[config.mk]
export PLATFORM = sky130hd
export DESIGN_NAME = hamiltonian_calc
export DESIGN_NICKNAME = d
export VERILOG_FILES = /design/src/rtl/hamiltonian_calc.sv
export SDC_FILE = /design/constraint.sdc
export NUM_CORES = 1
export LEC_CHECK = 0
export CAP_MARGIN = 20
export CORE_MARGIN = 2
export CORE_UTILIZATION = 25
export CTS_CLUSTER_SIZE = 24
export DETAILED_ROUTE_END_ITERATION = 7
export HOLD_SLACK_MARGIN = 0.1
export PLACE_DENSITY = 0.35
export SYNTH_ARGS = -nofsm -noshare
export SYNTH_HDL_FRONTEND = slang
export SYNTH_SLANG_ARGS = --single-unit
[constraint.sdc]
create_clock -name clk -period 5.3 [get_ports clk]
set_input_delay 1.06 -clock clk [delete_from_list [all_inputs] [get_ports clk]]
set_output_delay 1.06 -clock clk [all_outputs]
set_load 0.01 [all_outputs]
[src/rtl/hamiltonian_calc.sv]
// hamiltonian_calc
// Buffers the signed partial sum of each array row as the row sequencer saves
// it, then on a rising edge of cal_H sums every valid row into a Hamiltonian.
// Each completed result is published on h_value with a one-cycle cal_done
// pulse. The minimum result since the last best_clr is tracked, along with
// a saturating count of completed calculations.
//
// Ports
//   clk, resetb    clock, synchronous active-low reset
//   sample_trig    new sample: clears row valid mask, aborts a summation
//   row_number     row address for save
//   save, row_sum  capture strobe and signed row partial sum
//   cal_H          calculate request (level, rising edge starts)
//   best_clr       clears best tracking and the sample counter
//   cal_done       one-cycle pulse when h_value is updated
//   h_value        signed Hamiltonian of last completed calculation
//   h_valid        h_value holds a completed result
//   best_h         signed minimum h_value since best_clr
//   best_valid     best_h is meaningful
//   sample_count   completed calculations since best_clr (saturating)
//   busy           state is SUM or DONE
//   state          present state encoding (IDLE=0, SUM=1, DONE=2)
module hamiltonian_calc #(
  parameter int NUM_ROW = 46,
  parameter int ROW_W   = 12,
  parameter int ACC_W   = ROW_W + $clog2(NUM_ROW),
  parameter int CNT_W   = 16
) (
  input  logic                             clk,
  input  logic                             resetb,
  input  logic                             sample_trig,
  input  logic [$clog2(NUM_ROW)-1:0]       row_number,
  input  logic                             save,
  input  logic signed [ROW_W-1:0]          row_sum,
  input  logic                             cal_H,
  input  logic                             best_clr,
  output logic                             cal_done,
  output logic signed [ACC_W-1:0]          h_value,
  output logic                             h_valid,
  output logic signed [ACC_W-1:0]          best_h,
  output logic                             best_valid,
  output logic [CNT_W-1:0]                 sample_count,
  output logic                             busy,
  output logic [1:0]                       state
);

  localparam int RN_W = $clog2(NUM_ROW);

  typedef enum logic [1:0] {
    S_IDLE = 2'd0,
    S_SUM  = 2'd1,
    S_DONE = 2'd2
  } state_t;

  function automatic logic signed [ACC_W-1:0] sign_ext(input logic signed [ROW_W-1:0] v);
    return ACC_W'(v);
  endfunction

  function automatic logic [CNT_W-1:0] sat_inc(input logic [CNT_W-1:0] v);
    return (v == {CNT_W{1'b1}}) ? v : v + 1'b1;
  endfunction

  state_t                    r_state;
  state_t                    w_next;
  logic                      r_cal_H_q;
  logic [NUM_ROW-1:0]        r_valid;
  logic signed [ROW_W-1:0]   r_buf [NUM_ROW];
  logic signed [ACC_W-1:0]   r_acc;
  logic [RN_W-1:0]           r_idx;
  logic                      r_cal_done;
  logic signed [ACC_W-1:0]   r_h_value;
  logic                      r_h_valid;
  logic signed [ACC_W-1:0]   r_best_h;
  logic                      r_best_valid;
  logic [CNT_W-1:0]          r_cnt;

  logic                      w_start;
  logic                      w_last;
  logic                      w_wr;
  logic signed [ACC_W-1:0]   w_addend;

  assign w_start  = cal_H & ~r_cal_H_q;
  assign w_last   = (32'(r_idx) == NUM_ROW - 1);
  // A save coinciding with sample_trig belongs to the aborted sample.
  assign w_wr     = save & ~sample_trig & (32'(row_number) < NUM_ROW);
  // Rows never saved this sample contribute zero, not stale buffer contents.
  assign w_addend = r_valid[r_idx] ? sign_ext(r_buf[r_idx]) : '0;

  // ---- state register ----
  always_ff @(posedge clk) begin
    if (!resetb) r_state <= S_IDLE;
    else         r_state <= w_next;
  end

  // ---- next-state logic ----
  always_comb begin
    w_next = r_state;
    case (r_state)
      S_IDLE: if (w_start && !sample_trig) w_next = S_SUM;
      S_SUM: begin
        if (sample_trig)  w_next = S_IDLE;
        else if (w_last)  w_next = S_DONE;
      end
      S_DONE:  w_next = S_IDLE;
      default: w_next = S_IDLE;
    endcase
  end

  // ---- row buffer (data only, not reset) ----
  always_ff @(posedge clk) begin
    if (w_wr) r_buf[row_number] <= row_sum;
  end

  // ---- control, accumulator and result registers ----
  always_ff @(posedge clk) begin
    if (!resetb) begin
      r_cal_H_q    <= 1'b0;
      r_valid      <= '0;
      r_acc        <= '0;
      r_idx        <= '0;
      r_cal_done   <= 1'b0;
      r_h_value    <= '0;
      r_h_valid    <= 1'b0;
      r_best_h     <= '0;
      r_best_valid <= 1'b0;
      r_cnt        <= '0;
    end else begin
      r_cal_H_q  <= cal_H;
      r_cal_done <= 1'b0;

      if (sample_trig)  r_valid <= '0;
      else if (w_wr)    r_valid[row_number] <= 1'b1;

      case (r_state)
        S_IDLE: begin
          if (w_start && !sample_trig) begin
            r_acc <= '0;
            r_idx <= '0;
          end
        end
        S_SUM: begin
          if (!sample_trig) begin
            r_acc <= r_acc + w_addend;
            r_idx <= r_idx + 1'b1;
          end
        end
        S_DONE: begin
          if (!sample_trig) begin
            r_h_value  <= r_acc;
            r_h_valid  <= 1'b1;
            r_cal_done <= 1'b1;
            if (!r_best_valid || (r_acc < r_best_h)) begin
              r_best_h     <= r_acc;
              r_best_valid <= 1'b1;
            end
            r_cnt <= sat_inc(r_cnt);
          end
        end
        default: ;
      endcase

      // Clear takes priority over a same-cycle DONE best/count update.
      if (best_clr) begin
        r_best_valid <= 1'b0;
        r_best_h     <= '0;
        r_cnt        <= '0;
      end
    end
  end

  assign cal_done     = r_cal_done;
  assign h_value      = r_h_value;
  assign h_valid      = r_h_valid;
  assign best_h       = r_best_h;
  assign best_valid   = r_best_valid;
  assign sample_count = r_cnt;
  assign busy         = (r_state == S_SUM) || (r_state == S_DONE);
  assign state        = r_state;

endmodule

==> flow_summary.toml <==
[grt]
grt_use_total = 0.143
grt_pass1_vias = 15300
grt-ovfl-total = 0
antenna_found_initial = 2
grt_max_degree = 52
grt_pass1_wl_um = 115000

[critical_path]
worstPathRequired_ps = 5860
crit_arrival_ps = 5190
cp.buffers_inverters = 1
cpPeakStageDelay_ps = 550
startpoint_type = "flip-flop"
end_kind = "flip-flop"
critPathKind = "reg2reg"
path_delay_family = "compound AO/OA/AOI/OAI gates"
cp_max_fo = 23
crit_chain = "buf_12 -> mux4_2 -> mux4_2 -> mux2i_1 -> nor2_1 -> a21oi_1 -> nor2_1 -> ha_1 -> nand2_1 -> o21ai_0 -> a22oi_1 -> a31oi_1 -> a31oi_1 -> xnor2_1 -> nand4b_1 -> o211ai_1"
critPathSlowestCell = "mux4_2"

[placed_design]
io_buffers = 81
gp_congestion = 0.756
placed_area_mm2 = 0.0307
dp_hpwl_um = 50200

[layout]
drive_above_1_share = 0.230
fin_nets = 1816
fillCellCount = 10900
syn_to_final_growth_pct = 20.3
fin_area_mm2 = 0.0333

[clock_network]
clk_latency_ps = 640
holdBufCountCts = 0
numClockSinks = 686
clock_path_buffers = 3
numCtsBuffers = 80
root_buffer = "clkbuf_16"
cts_max_level = 3
cts_tree = "built"
post_cts_buffers = 0
cts_resized = 0
path_clk_slew_ps = 60

[power]
p_leak_nw = 10.4
peakVddDrop_v = 0.000177
total_power_mw = 11.6
p_per_area_mw_per_mm2 = 347

[synth]
synth-main-ff-cell = "edfxtp_1"
synth_cell_types = 57
syn_nets = 1644
netlist_area_mm2 = 0.0277
yosysSeqAreaShare = 0.695
synth_top_area_frac = 0.598
yosysTopAreaCell = "edfxtp_1"
async_flop_share = 0
synthTopCellsByCount = "552 x edfxtp_1, 172 x mux4_2, 134 x dfxtp_1"
synth.most_common_cell = "edfxtp_1"
synth_cells = 1579
postSynthRegisterBits = 686
synth_area_per_cell_um2 = 17.6
synth_edf_count = 552
yosysWarnings = 0
synth.top_cells.by_area = "edfxtp_1 60%, mux4_2 14%, dfxtp_1 9.7%, ha_1 1.8%, nor2_1 1.4%"

[min_path]
hold_class = "reg2reg"

[detailed_routing]
ant_nets = 0
dr.max_layer_used = "met4"
wl_met2_um = 37000
first_iter_violations = 1104
wl_met1_um = 38100
routedWlPerCell_um = 24.3
drc_errors = 0
num_vias = 14800
wl_um = 80200
vias_per_cell = 4.48
wl_met3_um = 3230
dr.pass1.iters = 5

[timing]
fin_hold_ws_ps = 463
setup-tns-final_ps = 0
final_hold_viol_count = 0
clock-skew-final_ps = 17.8
finalSetupViolCount = 0
fin_crit_ps = 4630
slew_violations = 0
rsz0062_at_grt = "no"
fmax_mhz = 216
final.period_utilization = 0.874
worst-slew-pin-transition_ps = 1010
slew_headroom = 0.330

[die]
io-pin-count = 82
initial_core_util = 0.251
coreArea_mm2 = 0.110
fp.dieH_um = 337
die_x_um = 337
dieArea_mm2 = 0.114
rows = 122

[job]
cap_viol_max_count = 0

[status]
status = "completed"
where the power goes:
group	switching (mW)	leakage [nW]	total [mW]	internal (mW)
clock network	2.25	1.24	5.40	3.16
logic	0.214	3.07	0.339	0.126
registers	0.00988	6.04	5.84	5.83
total	2.47	10.4	11.6	9.11
routing by layer:
metal  up-vias  track usage
met1      7813        0.201
met3       110       0.0246
li1       6598            -
met2       287        0.227
met5         -            0
met4         0       0.0396
stage by stage:
stage / utilization / std cells / setup slack (ps)
after floorplan: - / 1579 / 1220
after global placement: 0.278 / 3153 / 592
after detailed placement: 0.279 / 3155 / 569
after CTS: 0.302 / 3302 / 559
after global routing: 0.302 / 3304 / 289
final: 0.302 / 3307 / 670
kinds of logic (layout without fill, tap and decap cells):
family          Yosys count  after routing  synth area share
other cells               0              3                 0
flops                   686            686             0.695
simple gates            307            307            0.0519
buf+inv                 116            353            0.0200
xor+xnor                 24             24           0.00758
mux                     229            229             0.163
fa+ha+maj                41             41            0.0188
compound gates          176            176            0.0436
state kept, by name, summed over array words and instances (netlist names), named ones only:
signal and count:
best_h 18, best_valid 1, cal_done 1, h_valid 1, h_value 18, r_acc 18, r_buf 552, r_cal_H_q 1
r_idx 6, r_valid 46, sample_count 16, state 2
final cells by class:
class                   instances  area, um^2  area share
diodes                          3        7.51    0.000225
clock buffers                 101        2100      0.0630
clock inverters                46         444      0.0133
inverters                      35         131     0.00394
multi-input cells             777        7920       0.237
flip-flops and latches        686       19300       0.578
well taps                    1488        1860      0.0558
repair buffers                171        1610      0.0483
placed cells by master (no fill, tap or decap), drive strengths merged, types with 8 or more instances in the layout:
master,count
a21boi,23
nor2,103
xnor2,13
mux2,16
clkdlybuf4s50,68
buf,103
o21ai,20
a22oi,9
mux4,176
ha,40
edfxtp,552
nand4,14
nand2b,9
nor2b,20
dfxtp,134
nand3,16
or3,8
clkinv,32
clkbuf,101
o21a,50
mux2i,37
a21o,8
nand2,96
inv,39
a21oi,33
xor2,11
path summary, 6_finish.rpt:
check,from,to,slack [ps],depth (start not counted)
max,flip-flop,r_acc[17]$_SDFFE_PN0P_,670,16
min,r_valid[42]$_SDFFE_PP0P_,r_valid[42]$_SDFFE_PP0P_,460,1
max reg2reg,flip-flop,r_acc[17]$_SDFFE_PN0P_,670,16
min reg2reg,r_valid[42]$_SDFFE_PP0P_,r_valid[42]$_SDFFE_PP0P_,460,1
Note: power is estimated with default switching activity, not from simulation.
